--- src/rtl/core_pkg.sv ---
// Shared definitions for the hazard scoreboard: controller states,
// register-class encoding, the hard-wired zero register, and a
// saturating increment used by the optional stall counters.
package core_pkg;

  typedef enum logic [1:0] {
    IDLE  = 2'd0,
    BUSY  = 2'd1,
    DRAIN = 2'd2
  } sb_state_e;

  localparam logic [4:0] REG_X0  = 5'd0;
  localparam logic       CLS_INT = 1'b0;
  localparam logic       CLS_FP  = 1'b1;

  function automatic logic [31:0] sat_inc(input logic [31:0] value);
    return (value == 32'hFFFF_FFFF) ? value : value + 32'd1;
  endfunction

endpackage

--- src/rtl/sb_regs.sv ---
// Pending-write bit array for the multi-cycle unit's destination.
// Holds NREG bits per register class (two classes when FLOAT != 0).
// The clear port is bypassed onto the read ports so a register freed by
// a grant reads as not-pending in that same cycle. Int x0 is never pending.
module sb_regs
  import core_pkg::*;
#(
  parameter int FLOAT = 0,
  parameter int NREG  = 32
) (
  input  logic       clk,
  input  logic       rst,
  input  logic       set_en,
  input  logic       set_cls,
  input  logic [4:0] set_idx,
  input  logic       clr_en,
  input  logic       clr_cls,
  input  logic [4:0] clr_idx,
  input  logic       rs1_cls,
  input  logic [4:0] rs1_idx,
  input  logic       rs2_cls,
  input  logic [4:0] rs2_idx,
  input  logic       rd_cls,
  input  logic [4:0] rd_idx,
  output logic       p_rs1,
  output logic       p_rs2,
  output logic       p_rd
);

  localparam int NCLS = (FLOAT != 0) ? 2 : 1;
  localparam int NBIT = NCLS * NREG;

  logic [NBIT-1:0] pend;
  logic [NBIT-1:0] vis;

  // True when (cls, idx) names flat entry k; class collapses to INT without FLOAT.
  function automatic logic hit(input logic cls, input logic [4:0] idx, input int k);
    logic eff_cls;
    logic k_cls;
    eff_cls = (FLOAT != 0) ? cls : CLS_INT;
    k_cls   = (k >= NREG) ? CLS_FP : CLS_INT;
    return (eff_cls == k_cls) && (idx == 5'(k % NREG));
  endfunction

  // Pending bits: set on issue, cleared on grant; entry 0 (int x0) stays clear.
  always_ff @(posedge clk) begin
    if (rst) begin
      pend <= '0;
    end else begin
      for (int k = 0; k < NBIT; k++) begin
        if (set_en && (k != 0) && hit(set_cls, set_idx, k)) begin
          pend[k] <= 1'b1;
        end else if (clr_en && hit(clr_cls, clr_idx, k)) begin
          pend[k] <= 1'b0;
        end
      end
    end
  end

  // View seen by ID: a same-cycle clear already counts as released.
  always_comb begin
    vis = '0;
    for (int k = 0; k < NBIT; k++) begin
      vis[k] = pend[k] & ~(clr_en & hit(clr_cls, clr_idx, k));
    end
  end

  // Three read ports over the bypassed view.
  always_comb begin
    p_rs1 = 1'b0;
    p_rs2 = 1'b0;
    p_rd  = 1'b0;
    for (int k = 0; k < NBIT; k++) begin
      p_rs1 = p_rs1 | (vis[k] & hit(rs1_cls, rs1_idx, k));
      p_rs2 = p_rs2 | (vis[k] & hit(rs2_cls, rs2_idx, k));
      p_rd  = p_rd  | (vis[k] & hit(rd_cls, rd_idx, k));
    end
  end

endmodule

--- src/rtl/hazard_scoreboard.sv ---
// Hazard controller between ID and EX/WB: load-use detection, a scoreboard
// for one outstanding multi-cycle op, its issue/complete handshake and the
// arbitration of the shared register-file write port.
// Optional macro SB_PERF_CNT_EN adds saturating stall-cause counters.
module hazard_scoreboard
  import core_pkg::*;
#(
  parameter int FLOAT = 0,
  parameter int NREG  = 32
) (
  input  logic       clk,
  input  logic       rst,
  input  logic       id_valid,
  input  logic [4:0] rs1_id,
  input  logic [4:0] rs2_id,
  input  logic [1:0] float_read,
  input  logic [4:0] rd_id,
  input  logic       fw_id,
  input  logic       wb_id,
  input  logic       mc_id,
  input  logic       br_flush,
  input  logic       ld_ie,
  input  logic       wb_ie,
  input  logic       fw_ie,
  input  logic [4:0] rd_ie,
  output logic       mc_req,
  input  logic       mc_ack,
  input  logic       mc_done,
  input  logic [4:0] mc_rd,
  input  logic       mc_fw,
  input  logic       pipe_wb_valid,
  output logic       wb_sel,
  output logic       mc_grant,
  output logic       stall_id,
  output logic       bubble_ex,
  output logic       hold_wb
`ifdef SB_PERF_CNT_EN
  ,
  output logic [31:0] cnt_lu,
  output logic [31:0] cnt_raw,
  output logic [31:0] cnt_struct
`endif
);

  localparam logic HAS_FP = (FLOAT != 0);

  sb_state_e state, state_nxt;

  logic rs1_cls, rs2_cls, rd_cls, ex_cls, done_cls;
  logic p_rs1, p_rs2, p_rd;
  logic lu_hit, raw_hit, waw_hit, struct_hit;
  logic grant_busy, unit_free, in_drain, req_raw, issue, set_en, clr_en;

  assign rs1_cls  = HAS_FP & float_read[1];
  assign rs2_cls  = HAS_FP & float_read[0];
  assign rd_cls   = HAS_FP & fw_id;
  assign ex_cls   = HAS_FP & fw_ie;
  assign done_cls = HAS_FP & mc_fw;

  // EX destination matches a source when index and class agree; int x0 never does.
  function automatic logic ex_hit(input logic [4:0] idx, input logic cls,
                                  input logic [4:0] ex_idx, input logic ex_c);
    return (ex_idx == idx) && (ex_c == cls) && !((ex_c == CLS_INT) && (ex_idx == REG_X0));
  endfunction

  assign lu_hit  = id_valid & ld_ie & wb_ie &
                   (ex_hit(rs1_id, rs1_cls, rd_ie, ex_cls) | ex_hit(rs2_id, rs2_cls, rd_ie, ex_cls));
  assign raw_hit = id_valid & (p_rs1 | p_rs2);
  assign waw_hit = id_valid & wb_id & p_rd;

  // The grant cycle of BUSY frees the unit, so a new op may issue alongside it.
  assign grant_busy = (state == BUSY) & mc_done & ~pipe_wb_valid;
  assign in_drain   = (state == DRAIN);
  assign unit_free  = (state == IDLE) | grant_busy;
  assign struct_hit = id_valid & mc_id & ~unit_free;
  assign req_raw    = id_valid & mc_id & unit_free & ~br_flush & ~lu_hit & ~raw_hit & ~waw_hit;
  assign issue      = req_raw & mc_ack & ~rst;
  assign set_en     = issue & wb_id;
  assign clr_en     = (grant_busy | in_drain) & ~rst;

  sb_regs #(.FLOAT(FLOAT), .NREG(NREG)) u_regs (
    .clk     (clk),
    .rst     (rst),
    .set_en  (set_en),
    .set_cls (rd_cls),
    .set_idx (rd_id),
    .clr_en  (clr_en),
    .clr_cls (done_cls),
    .clr_idx (mc_rd),
    .rs1_cls (rs1_cls),
    .rs1_idx (rs1_id),
    .rs2_cls (rs2_cls),
    .rs2_idx (rs2_id),
    .rd_cls  (rd_cls),
    .rd_idx  (rd_id),
    .p_rs1   (p_rs1),
    .p_rs2   (p_rs2),
    .p_rd    (p_rd)
  );

  // Controller state register.
  always_ff @(posedge clk) begin
    if (rst) state <= IDLE;
    else     state <= state_nxt;
  end

  // Next state and pipeline controls; everything reads as 0 while in reset.
  always_comb begin
    state_nxt = state;
    mc_req    = 1'b0;
    wb_sel    = 1'b0;
    mc_grant  = 1'b0;
    hold_wb   = 1'b0;
    stall_id  = 1'b0;
    bubble_ex = 1'b0;
    case (state)
      IDLE:    if (issue) state_nxt = BUSY;
      BUSY: begin
        if (mc_done) begin
          if (pipe_wb_valid) state_nxt = DRAIN;
          else               state_nxt = issue ? BUSY : IDLE;
        end
      end
      DRAIN:   state_nxt = IDLE;
      default: state_nxt = IDLE;
    endcase
    if (!rst) begin
      mc_req    = req_raw;
      wb_sel    = grant_busy | in_drain;
      mc_grant  = grant_busy | in_drain;
      hold_wb   = in_drain;
      stall_id  = lu_hit | raw_hit | waw_hit | struct_hit | (req_raw & ~mc_ack) | in_drain;
      bubble_ex = stall_id & ~hold_wb;
    end
  end

  mc_done_in_idle : assert property (@(posedge clk) disable iff (rst) !((state == IDLE) && mc_done));

`ifdef SB_PERF_CNT_EN
  // Stall cycles by cause, one cause per cycle in priority lu > raw/waw > struct.
  always_ff @(posedge clk) begin
    if (rst) begin
      cnt_lu     <= '0;
      cnt_raw    <= '0;
      cnt_struct <= '0;
    end else if (stall_id) begin
      if (lu_hit)                 cnt_lu     <= sat_inc(cnt_lu);
      else if (raw_hit | waw_hit) cnt_raw    <= sat_inc(cnt_raw);
      else if (struct_hit)        cnt_struct <= sat_inc(cnt_struct);
    end
  end
`endif

endmodule

--- config.mk ---
export PLATFORM = sky130hd
export DESIGN_NAME = hazard_scoreboard
export DESIGN_NICKNAME = d
export VERILOG_FILES = /design/src/rtl/core_pkg.sv /design/src/rtl/sb_regs.sv /design/src/rtl/hazard_scoreboard.sv
export SDC_FILE = /design/constraint.sdc
export NUM_CORES = 1
export LEC_CHECK = 0
export CAP_MARGIN = 30
export CORE_ASPECT_RATIO = 0.8
export CORE_UTILIZATION = 30
export DETAILED_ROUTE_END_ITERATION = 8
export GPL_ROUTABILITY_DRIVEN = 0
export GPL_TIMING_DRIVEN = 0
export SETUP_SLACK_MARGIN = 0.4
export SLEW_MARGIN = 20
export SYNTH_ARGS = -nofsm -noshare
export SYNTH_HDL_FRONTEND = slang
export SYNTH_SLANG_ARGS = --single-unit
--- constraint.sdc ---
create_clock -name clk -period 5.1 [get_ports clk]
set_clock_uncertainty 0.2 [all_clocks]
set_input_delay 1.275 -clock clk [delete_from_list [all_inputs] [get_ports clk]]
set_output_delay 1.275 -clock clk [all_outputs]
set_load 0.1 [all_outputs]
==> results.txt <==
period utilization -> 112%
number of unique standard cell types used by synthesis -> 55
Non-Filler Instances -> 703
Reg2Reg Setup Slack -> 1.10 ns
area grow syn2layout -> 44.4%
initial antenna violation count -> 0
RR Endpoint -> u_regs.pend[13]
clk root buf -> clkbuf_16
violated checks -> setup timing
cell mode on critical path -> buf_6
Boundary Pins -> 47
outcome -> finished with violations
core area -> 10400 µm²
Placement Cell Area -> 3820 µm²
Cell Pwr Density -> 155 nW/µm²
Data required, critical path -> 3.62 ns
WL final -> 15.1 mm
vias -> 4620
Post-Route Utilization -> 45.3%
final net count -> 603
clock-pin slew on the worst setup and hold paths -> 0.05 ns
crit path time final -> 5.71 ns
die width -> 119 µm
Final Max Tran Viols -> 0
TritonCTS clock tree -> built
antenna viol nets, final -> 0
Antenna diodes -> 0
reg2reg start -> state[0]
worst setup path end -> stall_id
commonest non-fill, non-tap cell in the layout -> buf_4
largest net degree at the start of global routing -> 11
final instance area -> 4720 µm²
syn_nets -> 514
row cnt -> 33
sequential-to-total area share from yosys stat -> 20.2%
share of cells above drive strength 1 -> 23.4%
crit end category -> output port
Lkg Pwr -> 1.46 nW
final worst slack -> -0.607 ns
worst-path fanout max -> 4
Critical Path, Cell by Cell -> buf_6 > and4bb_2 > o211ai_1 > buf_6 > buf_6 > o211ai_1 > o31ai_2 > or4_4 > o41ai_4 > o21ai_4 > o32a_4 > buf_12
WL/cell -> 21.5 µm
CTS buffer count -> 5
worst min path class -> reg -> reg
Worst-Margin Slew -> 0.984 ns
most frequent cells in the layout -> buf_4, o21ai_0, nand3_1
Rel. slew slack -> 34.3%
Initial Util -> 31.4%
type of origin of the critical path -> primary input
Critical Path Start -> pipe_wb_valid
H-tree levels -> 2
final hold vios -> 0
clk sinks -> 33
Synth Warn # -> 0
slowest library cell on the worst path -> or4_4
DR iter-0 viols -> 824
post-synthesis register bit count -> 33
drt first pass iters -> 6
Vias per Instance -> 6.57
# hold bufs at CTS -> 0
total power -> 0.731 mW
RSZ-0062 raised after global routing -> true
CP max stage delay -> 0.57 ns
crit path DAT -> 4.23 ns
Final setup viols -> 3
Die Y -> 95.3 µm
Total Routing Usage GR -> 25.7%
Synth Instances -> 473
die area -> 11300 µm²
clk_lat worst skew -> 0.28 ns
Clock Path Buffers -> 2
Post-DP HPWL -> 10.5 mm
number of enable flip-flop cells after synthesis -> 0
number of global-route vias before repair -> 4128
grt ovf -> 0
asr flop ratio synth -> 0%
VDD IR max -> 0.104 mV
first-pass GRT wire length -> 22.2 mm
Cell Area, Synth -> 3270 µm²
maximum clock frequency -> 0.175 GHz
drc violations -> 0
placed instance count -> 644
Main synth FF type -> dfxtp_1
Avg Cell Area, Syn -> 6.91 µm²
R2R depth -> 13
Max Cap Viol -> 0
port bufs -> 31
critical path type -> in -> out
-- kinds of logic after synthesis --
family / Yosys count / share of synthesized area, %
mux: 2 / 1.03
xor+xnor: 10 / 2.68
buf+inv: 55 / 6.66
compound gates: 149 / 29.9
flops: 33 / 20.2
simple gates: 224 / 39.5
-- worst min-delay path by stage --
| stage | slack [ns] | cells after the start | start | end |
|---|---|---|---|---|
| after floorplan | 0.26 | 2 | u_regs.pend[1] | u_regs.pend[1] |
| after global placement | 0.30 | 2 | u_regs.pend[1] | u_regs.pend[1] |
| after detailed placement | 0.32 | 2 | u_regs.pend[1] | u_regs.pend[1] |
| after CTS | 0.33 | 2 | u_regs.pend[1] | u_regs.pend[1] |
| after global routing | 0.36 | 2 | u_regs.pend[1] | u_regs.pend[1] |
| final | 0.33 | 2 | state[0] | state[1] |
-- what timing repair did --
action | 4_1_cts | 5_1_grt
setup buffers | 29 | 21
endpoints found under the setup margin | 37 | 4
gates cloned | 1 | 0
pin swaps | 18 | 22
resized for setup | 105 | 24
-- final cells by class --
cell class,instances,area (µm²)
sequential,33,661
fill,1003,5690
multi-input combinational,385,2680
tap,140,175
timing repair buffer,82,748
inverter,10,42.5
clock buffer,8,136
buffer,45,270
-- layer usage --
| layer | track usage [%] | routed length (µm) | vias up |
|---|---|---|---|
| met2 | 39.9 | 6330 | 372 |
| met3 | 9.03 | 2240 | 107 |
| met4 | 10.7 | 783 | 0 |
| li1 | - | - | 2010 |
| met5 | 2.23 | 0 | - |
| met1 | 32.1 | 5760 | 2131 |
-- power by group --
| group | leakage [nW] | switching (mW) | internal [mW] |
|---|---|---|---|
| Clock | 0.0652 | 0.115 | 0.182 |
| Sequential | 0.266 | 0.000279 | 0.258 |
| Combinational | 1.13 | 0.111 | 0.0656 |
| Total | 1.46 | 0.226 | 0.505 |
-- stage by stage --
stage	setup TNS [ns]	hold WS [ns]	setup WS, ns
finish	-1.72	0.332	-0.607
global route	-1.64	0.357	-0.551
CTS	-1.31	0.326	-0.458
detailed placement	-9.64	0.320	-2.31
global placement	-8.62	0.296	-2.36
floorplan	-0.427	0.263	-0.402
-- state kept, by name (all words and copies together) (netlist names) --
signal	flops
u_regs.pend	31
state	2
-- critical path: cells and delay by family --
kind | cells | cell delay (ns)
AO/OA/AOI/OAI | 6 | 1.48
AND/OR/NAND/NOR | 2 | 0.90
buffers and inverters | 4 | 0.57
-- cell usage after synthesis (5+ instances only) --
master	n	area (µm²)
o22ai_1	16	100
nor4_1	27	169
nor2_1	19	71.3
xor2_1	6	52.6
nor2b_1	8	50.1
nand2_1	22	82.6
buf_2	6	30.0
or3_1	5	31.3
o21ai_0	61	305
nand3_1	47	235
inv_1	10	37.5
nand4_1	11	68.8
clkbuf_1	36	135
nand2b_1	34	213
a21oi_1	7	35.0
o2111ai_1	8	70.1
o211ai_1	30	225
nor3_1	16	80.1
dfxtp_1	33	661
nand3b_1	8	60.1
Power figures use the tool's default switching activity.
